<file path="src/rtl/spi_rom_loader.sv">
// spi_rom_loader: boot-time loader that streams a ROM image out of an SPI
// serial flash (mode 0, READ 0x03) into the write port of the system ROM.
// Every byte becomes a single-cycle write, and done stays high once the
// image is complete.
module spi_rom_loader #(
    parameter int          KB   = 16,
    parameter int          DIV  = 2,
    parameter logic [23:0] ADDR = 24'h000000
) (
    input  logic                        clock,
    input  logic                        reset,
    output logic                        cs,
    output logic                        ck,
    output logic                        mosi,
    input  logic                        miso,
    output logic [$clog2(KB*1024)-1:0]  a,
    output logic [7:0]                  d,
    output logic                        w,
    output logic                        done
);

    localparam int          N       = KB * 1024;
    localparam int          AW      = $clog2(N);
    localparam int          BW      = AW + 1;
    localparam int          CW      = (DIV > 1) ? $clog2(DIV) : 1;
    localparam logic [31:0] CMDWORD = {8'h03, ADDR};

    typedef enum logic [1:0] {
        IDLE,
        CMD,
        DATA,
        DONE
    } state_t;

    state_t          state;
    state_t          state_next;

    logic [CW-1:0]   divcnt;
    logic [4:0]      bitcnt;
    logic [31:0]     cmdsr;
    logic [7:0]      rxsr;
    logic [BW-1:0]   bytecnt;

    logic            tick;
    logic            rise;
    logic            fall;
    logic            cmd_end;
    logic            byte_end;
    logic            last_byte;

    // State register; reset always restarts the sequence from IDLE.
    always_ff @(posedge clock or posedge reset) begin
        if (reset) begin
            state <= IDLE;
        end else begin
            state <= state_next;
        end
    end

    // Half-period ticks, SPI edge strobes, and next-state decode.
    always_comb begin
        tick       = 1'b0;
        rise       = 1'b0;
        fall       = 1'b0;
        cmd_end    = 1'b0;
        byte_end   = 1'b0;
        last_byte  = 1'b0;
        state_next = state;

        if ((state == CMD) || (state == DATA)) begin
            tick = (divcnt == CW'(DIV - 1));
        end
        rise = tick && !ck;
        fall = tick && ck;

        cmd_end   = (state == CMD)  && fall && (bitcnt == 5'd31);
        byte_end  = (state == DATA) && fall && (bitcnt[2:0] == 3'd7);
        last_byte = byte_end && (bytecnt == BW'(N - 1));

        case (state)
            IDLE: state_next = CMD;
            CMD:  if (cmd_end)   state_next = DATA;
            DATA: if (last_byte) state_next = DONE;
            DONE: state_next = DONE;
            default: state_next = IDLE;
        endcase
    end

    // Registered SPI pins, shift registers, counters, and memory write port.
    always_ff @(posedge clock or posedge reset) begin
        if (reset) begin
            cs      <= 1'b1;
            ck      <= 1'b0;
            mosi    <= 1'b0;
            w       <= 1'b0;
            a       <= '0;
            d       <= '0;
            done    <= 1'b0;
            divcnt  <= '0;
            bitcnt  <= '0;
            cmdsr   <= '0;
            rxsr    <= '0;
            bytecnt <= '0;
        end else begin
            w <= 1'b0;
            case (state)
                IDLE: begin
                    cs      <= 1'b0;
                    ck      <= 1'b0;
                    mosi    <= CMDWORD[31];
                    cmdsr   <= {CMDWORD[30:0], 1'b0};
                    divcnt  <= '0;
                    bitcnt  <= '0;
                    bytecnt <= '0;
                end

                CMD, DATA: begin
                    divcnt <= tick ? '0 : (divcnt + CW'(1));
                    if (tick) begin
                        ck <= ~ck;
                    end

                    if (rise && (state == DATA)) begin
                        rxsr <= {rxsr[6:0], miso};
                    end

                    if (fall) begin
                        bitcnt <= bitcnt + 5'd1;
                        if (state == CMD) begin
                            mosi  <= cmd_end ? 1'b0 : cmdsr[31];
                            cmdsr <= {cmdsr[30:0], 1'b0};
                        end else begin
                            mosi <= 1'b0;
                        end
                    end

                    if (byte_end) begin
                        d       <= rxsr;
                        a       <= bytecnt[AW-1:0];
                        w       <= 1'b1;
                        bytecnt <= bytecnt + BW'(1);
                    end

                    if (last_byte) begin
                        cs   <= 1'b1;
                        done <= 1'b1;
                    end
                end

                DONE: begin
                    cs   <= 1'b1;
                    ck   <= 1'b0;
                    mosi <= 1'b0;
                end

                default: begin
                    cs <= 1'b1;
                    ck <= 1'b0;
                end
            endcase
        end
    end

endmodule
</file>
<file path="config.mk">
export PLATFORM = sky130hd
export DESIGN_NAME = spi_rom_loader
export DESIGN_NICKNAME = d
export VERILOG_FILES = /design/src/rtl/spi_rom_loader.sv
export SDC_FILE = /design/constraint.sdc
export NUM_CORES = 1
export LEC_CHECK = 0
export ABC_AREA = 1
export CAP_MARGIN = 20
export CORE_MARGIN = 2
export CORE_UTILIZATION = 25
export CTS_CLUSTER_SIZE = 12
export DETAILED_ROUTE_END_ITERATION = 12
export GPL_TIMING_DRIVEN = 0
export PLACE_DENSITY = 0.49
export SETUP_SLACK_MARGIN = 0.02
export SYNTH_ARGS = -nofsm -noshare
export SYNTH_HDL_FRONTEND = slang
export SYNTH_SLANG_ARGS = --single-unit
export TNS_END_PERCENT = 5
</file>
<file path="constraint.sdc">
create_clock -name clock -period 2.1 [get_ports clock]
set_input_delay 0.21 -clock clock [delete_from_list [all_inputs] [get_ports clock]]
set_output_delay 0.21 -clock clock [all_outputs]
set_load 0.01 [all_outputs]
</file>
==> summary.md <==
| Metric | Value |
|---|---|
| TritonCTS clock tree | `done` |
| Outcome | `completed` |
| Wire length per cell | `12.5 µm` |
| Num rows | `39` |
| Max-slew violations | `0` |
| Final Hold Viols | `0` |
| Post-Layout Cell Count | `510` |
| Seq/Total Area, Yosys | `0.563` |
| Register area | `0.00163 mm²` |
| CTS Buf Count | `9` |
| Worst-path clk slew | `0.06 ns` |
| Maxcap violations | `0` |
| Final period util | `0.889` |
| Worst Tran Pin Value | `0.822 ns` |
| Crit-path cells | `inv_1 -> ha_4 -> inv_1 -> nand2_1 -> nand2_2 -> nand2_1 -> o21ai_0 -> a21oi_1` |
| Critical path launch point type | `flip-flop` |
| Most frequent cells in the layout | `nand2_1 (85), dfrtp_1 (64), inv_1 (38)` |
| Total power | `0.00308 W` |
| Hold buffers post-CTS | `0` |
| Critical Path Max Stage Delay | `0.41 ns` |
| YS warnings | `0` |
| Synth cell types | `28` |
| Clock tree root driver cell | `clkbuf_16` |
| FILL cells | `1,201` |
| Die height | `112 µm` |
| Setup-failing EPs final | `0` |
| RSZ-0062 raised after global routing | `false` |
| Tmin final | `1.87 ns` |
| Fin area | `0.00375 mm²` |
| Skew-Pair Late Insertion Delay | `0.33 ns` |
| Post-DP HPWL | `4450 µm` |
| Post-Syn Area | `0.00289 mm²` |
| Layout area overhead | `29.5%` |
| Nets | `375` |
| GP Congestion | `0.755` |
| First-pass GRT wire length | `10,700 µm` |
| Initial antenna violation count | `0` |
| X dimension of the die | `112 µm` |
| Max Fanout on Critical Path | `10` |
| WP data arrival | `2.08 ns` |
| Starting DRT DRC Count | `62` |
| Global route total overflow | `0` |
| # port buffers | `29` |
| PwrDens | `823 mW/mm²` |
| Seq cells post-synth | `65` |
| CP endpoint kind | `flip-flop` |
| Boundary pin count | `30` |
| Sinks on Clock Net | `65` |
| Worst Clk Skew | `0.00872 ns` |
| Layout cell share with drive strength beyond 1 | `0.109` |
| Synthesized Nets | `335` |
| Die Area | `0.0124 mm²` |
| DR pass1 iterations | `4` |
| H-tree levels | `3` |
| Pin count of the biggest net entering global routing | `66` |
| Via-per-instance ratio | `4.38` |
| Detailed Route WL | `6390 µm` |
| Bufs on Longest Clock Path | `2` |
| Worst Path Required | `2.31 ns` |
| Commonest non-fill, non-tap cell in the layout | `nand2_1` |
| Drc violations | `0` |
| Slowest CP cell | `dfrtp_1` |
| Leak pwr | `1.79 nW` |
| Dpl cells | `494` |
| Core footprint | `0.0114 mm²` |
| Synth Instances | `322` |
| Antenna fix cells | `0` |
| Rel. slew slack | `0.452` |
| Gr usage total | `0.108` |
| Area taken by multi-input logic gates | `0.00110 mm²` |
| Peak supply drop | `0.420 mV` |
| Hold/Removal Path Class | `input pin to async pin` |
| Avg Inst Size Synth | `8.98 µm²` |
| F_max | `0.536 GHz` |
| Initial core utilization | `0.254` |
| Vias in the first global route | `2,168` |
| ANT nets after route | `0` |
| Placed Instance Area | `0.00336 mm²` |
| DR vias | `2,232` |
| Critical path type | `flip-flop to flip-flop` |
[area by class of cell]
type	instances	share of cell area
clock buffers	12	0.0711
flip-flops and latches	65	0.434
plain buffers	7	0.00935
inverters	39	0.0397
multi-input cells	211	0.294
well taps	143	0.0477
repair buffers	29	0.0775
clock inverters	4	0.0260
[per-layer routing]
layer	up-vias	wire length [µm]	track usage	part of all wire
li1	1119	-	-	-
met1	1088	3220	0.146	0.50
met2	20	2960	0.167	0.46
met3	5	163	0.0310	0.026
met4	0	48	0.0370	0.0075
met5	-	0	0	0
[repair_timing]
item | 4_1_cts | 5_1_grt
gates resized for setup | 2 | 2
endpoints found under the hold margin | 0 | 0
endpoints found under the setup margin | 7 | 42
pin swaps | 0 | 0
buffers inserted | 0 | 0
[per-stage QoR]
step	utilization	setup TNS, ns	worst slack (ns)	hold slack (ns)
after floorplan	-	0	0.265	0.369
after global placement	0.296	-65.45	-1.02	0.460
after detailed placement	0.296	0	0.0128	0.465
after CTS	0.328	0	0.0397	0.448
after global routing	0.330	0	0.0686	0.486
final	0.330	0	0.233	0.390
[sequential cells by signal, summed over array words and instances (netlist names)]
name / cells
w: 1
cmdsr: 7
ck: 1
cs: 1
a: 14
divcnt: 1
state: 2
done: 1
mosi: 1
rxsr: 8
bitcnt: 5
d: 8
bytecnt: 15
[worst max-delay path, delay by kind of cell, from the launching register on]
| kind | cells | cell delay [ns] |
|---|---|---|
| simple gates | 3 | 0.57 |
| fa+ha+maj | 1 | 0.27 |
| buf+inv | 2 | 0.29 |
| compound gates | 2 | 0.21 |
| flops | 1 | 0.41 |
[power breakdown]
group          switching, W  internal, W
Sequential      0.000000231      0.00125
Combinational     0.0000256   0.00000407
Clock              0.000543      0.00126
Total              0.000569      0.00252
[logic make-up after synthesis]
| group | after synthesis | synth area share |
|---|---|---|
| and+or+nand+nor | 142 | 0.217 |
| DFF | 65 | 0.563 |
| adders and majority gates | 10 | 0.0433 |
| AOI/OAI and AO/OA | 57 | 0.107 |
| muxes | 2 | 0.00778 |
| buffers and inverters | 46 | 0.0623 |
[path summary, 6_finish.rpt]
kind | slack [ns] | startpoint | end | cells after the start
setup / recovery | 0.23 | state[1]$_DFFE_PP0P_ | bytecnt[3]$_DFFE_PP0P_ | 8
hold / removal | 0.39 | reset | rxsr[5]$_DFFE_PP0P_ | 2
setup reg to reg | 0.23 | state[1]$_DFFE_PP0P_ | bytecnt[3]$_DFFE_PP0P_ | 8
hold reg to reg | 0.47 | d[6]$_DFFE_PP0P_ | d[6]$_DFFE_PP0P_ | 2
max in group asynchronous | 1.15 | reset | cmdsr[30]$_DFFE_PP0P_ | 2
min in group clock | 0.47 | d[6]$_DFFE_PP0P_ | d[6]$_DFFE_PP0P_ | 2
[synth_stat cells (all sizes together)]
library cell	instances	area, µm²
o21ai	38	190
o31ai	1	7.51
buf	4	22.5
clkbuf	3	11.3
nor3	3	15.0
ha	10	125
nand2	91	362
dfrtp	64	1600
nand3	19	95.1
dfstp	1	26.3
nand4	3	18.8
mux2	2	22.5
nor2	25	130
or2	1	6.26
o22ai	6	43.8
a21oi	8	40.0
a22oi	2	15.0
o21bai	1	7.51
a31oi	1	6.26
inv	39	146
No activity file was read; power rests on OpenSTA's default activity.
